--- src/rtl/mult_param_fast.sv ---
`default_nettype none
// ============================================================================
// Module   : mult_param_fast
// Purpose  : Sequential unsigned multiplier. Operands are split into WORD_W-bit
//            words, and one word-pair partial product is accumulated per clock.
//            The A word index is the inner loop and the B word index is the
//            outer loop.
// Config   : MULT_ZERO_SKIP_EN - when defined, zero upper words of A and B
//            are skipped so that small operands finish early.
// Revision : 1.0 - initial release
// ============================================================================
module mult_param_fast #(
   parameter int WORD_W  = 16,
   parameter int A_WORDS = 2,
   parameter int B_WORDS = 2
) (
   input  logic                                clk,
   input  logic                                reset_n,
   input  logic                                start,
   input  logic [A_WORDS*WORD_W-1:0]           a,
   input  logic [B_WORDS*WORD_W-1:0]           b,
   output logic                                busy,
   output logic                                done,
   output logic [(A_WORDS+B_WORDS)*WORD_W-1:0] product
);

   localparam int AW = A_WORDS * WORD_W;
   localparam int BW = B_WORDS * WORD_W;
   localparam int PW = (A_WORDS + B_WORDS) * WORD_W;
   localparam int IW = (A_WORDS > 1) ? $clog2(A_WORDS) : 1;
   localparam int JW = (B_WORDS > 1) ? $clog2(B_WORDS) : 1;

   localparam logic [0:0] S_IDLE = 1'b0;
   localparam logic [0:0] S_RUN  = 1'b1;

   logic [0:0]    state_q, state_d;
   logic [AW-1:0] a_q, a_d;
   logic [BW-1:0] b_q, b_d;
   logic [IW-1:0] i_q, i_d;
   logic [JW-1:0] j_q, j_d;
   logic [IW-1:0] ilast_q, ilast_d;
   logic [JW-1:0] jlast_q, jlast_d;
   logic          busy_q, busy_d;
   logic          done_q, done_d;
   logic [PW-1:0] prod_q, prod_d;

   // Last word index to visit for each operand, evaluated on the live inputs
   // because it is captured on the same edge that samples start.
   logic [IW-1:0] ilast_start;
   logic [JW-1:0] jlast_start;

   logic [WORD_W-1:0]   a_word;
   logic [WORD_W-1:0]   b_word;
   logic [2*WORD_W-1:0] pp;
   logic [31:0]         pp_shift;
   logic [PW-1:0]       pp_aligned;

`ifdef MULT_ZERO_SKIP_EN
   // Highest nonzero word index of A (0 when A is zero, so at least one pass).
   always_comb begin
      ilast_start = '0;
      for (int k = 1; k < A_WORDS; k++) begin
         if (a[k*WORD_W +: WORD_W] != '0) ilast_start = IW'(k);
      end
   end

   // Highest nonzero word index of B (0 when B is zero).
   always_comb begin
      jlast_start = '0;
      for (int k = 1; k < B_WORDS; k++) begin
         if (b[k*WORD_W +: WORD_W] != '0) jlast_start = JW'(k);
      end
   end
`else
   assign ilast_start = IW'(A_WORDS - 1);
   assign jlast_start = JW'(B_WORDS - 1);
`endif

   // One word-pair partial product, aligned to its (i+j) word position.
   always_comb begin
      a_word     = a_q[i_q*WORD_W +: WORD_W];
      b_word     = b_q[j_q*WORD_W +: WORD_W];
      pp         = (2*WORD_W)'(a_word) * (2*WORD_W)'(b_word);
      pp_shift   = (32'(i_q) + 32'(j_q)) * 32'(WORD_W);
      pp_aligned = PW'(pp) << pp_shift;
   end

   // Next-state logic: latch operands on start, then walk i (inner) and j (outer).
   always_comb begin
      state_d = state_q;
      a_d     = a_q;
      b_d     = b_q;
      i_d     = i_q;
      j_d     = j_q;
      ilast_d = ilast_q;
      jlast_d = jlast_q;
      busy_d  = busy_q;
      done_d  = 1'b0;
      prod_d  = prod_q;
      case (state_q)
         S_IDLE: begin
            if (start) begin
               a_d     = a;
               b_d     = b;
               prod_d  = '0;
               i_d     = '0;
               j_d     = '0;
               ilast_d = ilast_start;
               jlast_d = jlast_start;
               busy_d  = 1'b1;
               state_d = S_RUN;
            end
         end
         S_RUN: begin
            prod_d = prod_q + pp_aligned;
            if (i_q == ilast_q) begin
               i_d = '0;
               if (j_q == jlast_q) begin
                  j_d     = '0;
                  busy_d  = 1'b0;
                  done_d  = 1'b1;
                  state_d = S_IDLE;
               end else begin
                  j_d = j_q + 1'b1;
               end
            end else begin
               i_d = i_q + 1'b1;
            end
         end
         default: begin
            state_d = S_IDLE;
            busy_d  = 1'b0;
         end
      endcase
   end

   // State registers with synchronous active-low reset; reset discards any partial result.
   always_ff @(posedge clk) begin
      if (!reset_n) begin
         state_q <= S_IDLE;
         a_q     <= '0;
         b_q     <= '0;
         i_q     <= '0;
         j_q     <= '0;
         ilast_q <= '0;
         jlast_q <= '0;
         busy_q  <= 1'b0;
         done_q  <= 1'b0;
         prod_q  <= '0;
      end else begin
         state_q <= state_d;
         a_q     <= a_d;
         b_q     <= b_d;
         i_q     <= i_d;
         j_q     <= j_d;
         ilast_q <= ilast_d;
         jlast_q <= jlast_d;
         busy_q  <= busy_d;
         done_q  <= done_d;
         prod_q  <= prod_d;
      end
   end

   assign busy    = busy_q;
   assign done    = done_q;
   assign product = prod_q;

endmodule
`default_nettype wire
--- config.mk ---
export PLATFORM = sky130hd
export DESIGN_NAME = mult_param_fast
export DESIGN_NICKNAME = d
export VERILOG_FILES = /design/src/rtl/mult_param_fast.sv
export SDC_FILE = /design/constraint.sdc
export NUM_CORES = 1
export LEC_CHECK = 0
export ABC_AREA = 1
export CAP_MARGIN = 25
export CORE_MARGIN = 1.5
export CORE_UTILIZATION = 45
export CTS_CLUSTER_SIZE = 24
export DETAILED_ROUTE_END_ITERATION = 8
export PLACE_DENSITY = 0.7
export SETUP_SLACK_MARGIN = 0.3
export SYNTH_ARGS = -nofsm -noshare
export SYNTH_HDL_FRONTEND = slang
export SYNTH_SLANG_ARGS = --single-unit
--- constraint.sdc ---
create_clock -name clk -period 9.1 [get_ports clk]
set_input_delay 0.91 -clock clk [delete_from_list [all_inputs] [get_ports clk]]
set_output_delay 0.91 -clock clk [all_outputs]
set_load 0.05 [all_outputs]
# == Word-level counts from Yosys, hierarchy flattened ==
# Index checks and enable logic that the tools add are counted.
# totals
reg_bits,134
input_bits,67
out_inout_bits,66
elab_cells,44
# classes
n_addsub,4
mul,1
eq_ne,5
shift,3
mux,17
bitwise_logic,1
n_reduce_logical,4
# op_table
operator,n
$pmux W64 S2,1
$add A64 B64 Y64,1
$mux W64,1
$shiftx A32 B6 Y16,2
$shl A32 B6 Y64,1
$mul A16 B16 Y32,1
$mux W1,11
$pmux W1 S2,4
$reduce_and A3 Y1,2
$ne A2 B1 Y1 const B,2
$reduce_and A2 Y1,2
$add A1 B1 Y1 const B,2
$add A1 B1 Y2,1
$eq A1 B1 Y1,2
$ne A2 B2 Y1 const B,1
$not A1 Y1,1

# == Longest topological paths before layout ==
# depth
word_depth,5
ltp_mapped,48
depth_no_buf,45

# == Worst setup path after synthesis ==
# Ideal clock, no wire load.
# synth_path
path_kind,register to register
start,register j_q
end,register prod_q[63] (netlist: product[63])
arrival_time_ns,7.396
t_required_ns,8.967
slack_ns,1.571
path_stages_with_launch,43
path_cell_list,dfxtp_1 -> buf_2 -> inv_2 -> clkbuf_1 -> or2_2 -> o21ai_1 -> buf_2 -> nor2_1 -> fa_1 -> inv_1 -> fa_1 -> fa_1 -> fa_1 -> inv_1 -> fa_1 -> inv_1 -> fa_1 -> inv_1 -> (+7 left out) -> xor2_1 -> nand2_1 -> o21ai_2 -> nor2_1 -> ha_1 -> nand2_1 -> nor2_1 -> inv_1 -> nor2_1 -> inv_1 -> nor4_1 -> nand2_1 -> nand2_2 -> nand2_1 -> nand3_1 -> nand3_1 -> nand3_1 -> a21oi_1
# synth_via
elab_chain_cells,5
# synth_rtl
item,line,text
from (decl),40,"logic [JW-1:0] j_q, j_d;"
from (signal assigned),155,j_q <= j_d;
$shiftx A32 B6 Y16,82,b_word = b_q[j_q*WORD_W +: WORD_W];
$mul A16 B16 Y32,83,pp = (2*WORD_W)'(a_word) * (2*WORD_W)'(b_word);
$shl A32 B6 Y64 *,85,pp_aligned = PW'(pp) << pp_shift;
$add A64 B64 Y64 *,115,prod_d = prod_q + pp_aligned;
$pmux W64 S2 *,100,case (state_q)
to (signal assigned),160,prod_q <= prod_d;
to (decl),45,"logic [PW-1:0] prod_q, prod_d;"
# Mark *: on every way between the ends. The rest lies on a longest branch, timed or not.
# A chain may end at the register's enable or synchronous reset.

# == Worst setup path after layout ==
# layout_path
start,register i_q
end,register prod_q[29] (netlist: product[29])
# layout_via
elab_chain_cells,5
# layout_rtl
item,line,text
from (decl),39,"logic [IW-1:0] i_q, i_d;"
from (signal assigned),154,i_q <= i_d;
$shiftx A32 B6 Y16,81,a_word = a_q[i_q*WORD_W +: WORD_W];
$mul A16 B16 Y32,83,
$shl A32 B6 Y64 *,85,
$add A64 B64 Y64 *,115,
$pmux W64 S2 *,100,
# Marked as above.

==> results_dict.tcl <==
set metrics [dict create \
    grt_start_max_net_pins 68 \
    p_switching_mw 2.87 \
    syn_avg_cell_area_um2 6.85 \
    clkSinkCount 134 \
    crit_buf_inv 9 \
    drive_above_1_share_pct 14.1 \
    fin_util_pct 55.3 \
    avgRoutedWirePerCell_um 21.2 \
    power_frac_clock_pct 13.8 \
    timing.final.hold_violations 0 \
    cts_tree "yes" \
    worstSetupPathType "reg -> reg" \
    power.density_nw_per_um2 230 \
    r2r_slack_ps 530 \
    stdcell_area_um2 22800 \
    tightest_slew_ps 897 \
    synthTopCellsByArea "fa_1 (21%), dfxtp_1 (14%), ha_1 (11%)" \
    path_max_fanout 8 \
    synth_edf_count 0 \
    ant_nets 0 \
    p_leak_nw 10.6 \
    gr-total-overflow 0 \
    ys.warnings.count 0 \
    clk_pin_slew_ps 70 \
    antenna_found_initial 0 \
    place_area_um2 21600 \
    die_width_um 208 \
    ys.flop_type "dfxtp_1" \
    dp.cells 3485 \
    p_comb_share_pct 72.6 \
    maxSlewHeadroom_pct 40.2 \
    period_minus_slack_ps 8570 \
    hold_class "reg -> reg" \
    final.setup.tns_ps 0 \
    setup_viol 0 \
    p_seq_share_pct 13.6 \
    r2r-end "product[29]" \
    syn_inst 2762 \
    critPathSlowestCell "fa_1" \
    dpl.hpwl_um 61900 \
    drv_cap 0 \
    swShare_pct 54.9 \
    yosysMostFrequentCell "nand2_1" \
    nets 3434 \
    dieArea_um2 43300 \
    cp_data_required_time_ps 9410 \
    io_buffers 132 \
    arrival_ps 8880 \
    synth_common_cells "nand2_1 (506), nor2_1 (449), inv_1 (420), a21oi_1 (215), fa_1 (195)" \
    reg2reg_depth 38 \
    critPathLaunch "i_q" \
    syn_nets 3194 \
    cp.depth 38 \
    vias 19800 \
    reg2reg_from "i_q" \
    max_stage_delay_ps 520 \
    startpoint_type "flip-flop" \
    synth_area_um2 18900 \
    clock.fmax_mhz 117 \
    cpLargestDelayFamily "adder cells" \
    gp_congestion 1.04 \
    antenna_cells 0 \
    fin_cells 3546 \
    clkLatencyLatePin_ps 460 \
    htree_levels 4 \
    slew_violations 0 \
    drc 1 \
    grt_pass1_vias 19600 \
    wirelength_um 75100 \
    area_growth_pct 20.3 \
    ys_ff_latch 134 \
    rows 74 \
    p_int_mw 2.36 \
    synth_area_leader_cell "fa_1" \
    grt_usage_pct 34.3 \
    async_flop_share_pct 0 \
    worst_ir_drop_vdd_mv 0.194 \
    yosysSeqAreaShare_pct 14.2 \
    fin_skew_ps 13.9 \
    cts_max_path_buffers 2 \
    drt_iter0_drc 1865 \
    die_y_um 208 \
    violations "design-rule violations" \
    rsz0062_at_grt "yes" \
    cts_made_buffers 17 \
    initial_core_util_pct 46.0 \
    viasPerCell 5.59 \
    endpoint "product[29]" \
    synth_top_area_share_pct 20.6 \
    ios 133 \
    grt_pass1_wl_um 112000 \
    drt-pass1-iter-count 9 \
    core_area_um2 41200 \
    whs_path_depth 2 \
    cp_common_cell "fa_1" \
    yosysUniqueCellTypes 52 \
    end_kind "flip-flop" \
    status "finished, violations left" \
    period_share_pct 94.2 \
    root_buffer "clkbuf_16" \
]
[per-stage QoR]
step	worst slack, ps	total power [mW]	hold slack [ps]
finish	527	5.24	479
global route	214	5.58	511
CTS	403	4.97	482
detailed placement	-56.8	4.23	467
global placement	-297	4.21	457
floorplan	1570	2.87	447
[routing by layer]
metal  track usage, %  vias to the layer above  part of all wire (%)
met1             45.2                     9564                    42
li1                 -                     9244                     -
met5                0                        -                     0
met4             15.5                        0                   4.6
met2             55.4                      836                    45
met3             5.52                      170                   7.9
[timing repair]
item                       CTS  global route
pin swaps                    0             9
hold buffers                 0             0
setup endpoints to repair   40            42
resized for setup            2            97
gates cloned                 0             2
buffers inserted             0            26
[flip-flops by register name, summed over array words and instances (netlist names)]
name and count:
product 64, a_q 32, b_q 32, busy 1, done 1, i_q 1, j_q 1, jlast_q 1
state_q 1
[layout by cell type (no fill, tap or decap), drive strengths merged, types with 6 or more instances in the layout]
cell / count
a21o: 17
a21oi: 228
a31oi: 7
buf: 162
clkbuf: 19
clkdlybuf4s50: 131
clkinv: 13
clkinvlp: 8
dfxtp: 134
fa: 195
ha: 170
inv: 437
nand2: 524
nand3: 101
nand3b: 8
nand4: 21
nor2: 470
nor3: 16
nor4: 7
o21a: 13
o21ai: 240
o21bai: 13
o22ai: 6
or2: 39
xnor2: 10
xor2: 12
[how the worst min path moves through the flow]
stage	startpoint	slack, ps	end
after floorplan	a_q[16]	450	a_q[16]
after global placement	b_q[22]	460	b_q[22]
after detailed placement	b_q[26]	470	b_q[26]
after CTS	b_q[26]	480	b_q[26]
after global routing	product[16]	510	product[16]
final	b_q[26]	480	b_q[26]
[worst reg2reg max path: cells and delay by family (launching register included)]
kind | cells | cell delay (ps)
adder cells (fa/ha/maj) | 8 | 3680
flip-flops | 1 | 380
buffers and inverters | 9 | 1190
AO/OA/AOI/OAI | 11 | 2050
AND/OR/NAND/NOR | 10 | 1100
[cell type report]
type | instances | area (um2)
well taps | 532 | 666
clock buffers | 18 | 429
multi-input cells | 2108 | 14500
clock inverters | 13 | 144
flip-flops and latches | 134 | 2680
repair inverters | 2 | 12.5
fillers | 4071 | 18400
repair buffers | 294 | 2610
inverters | 445 | 1690
[cells by family after synthesis]
family,share of synthesized area (%)
DFF,14.2
adders and majority gates,31.9
xor gates and xnor gates,1.02
AOI/OAI and AO/OA,15.8
buffers and inverters,10.4
muxes,0.106
and+or+nand+nor,26.6
[power groups by stage]
stage	Clock, mW	Sequential (mW)	Combinational, mW
floorplan	0	0.836	2.04
global placement	0	0.720	3.49
detailed placement	0	0.720	3.51
CTS	0.725	0.708	3.54
global route	0.749	0.718	4.11
finish	0.724	0.711	3.80
Power figures use the tool's default switching activity.
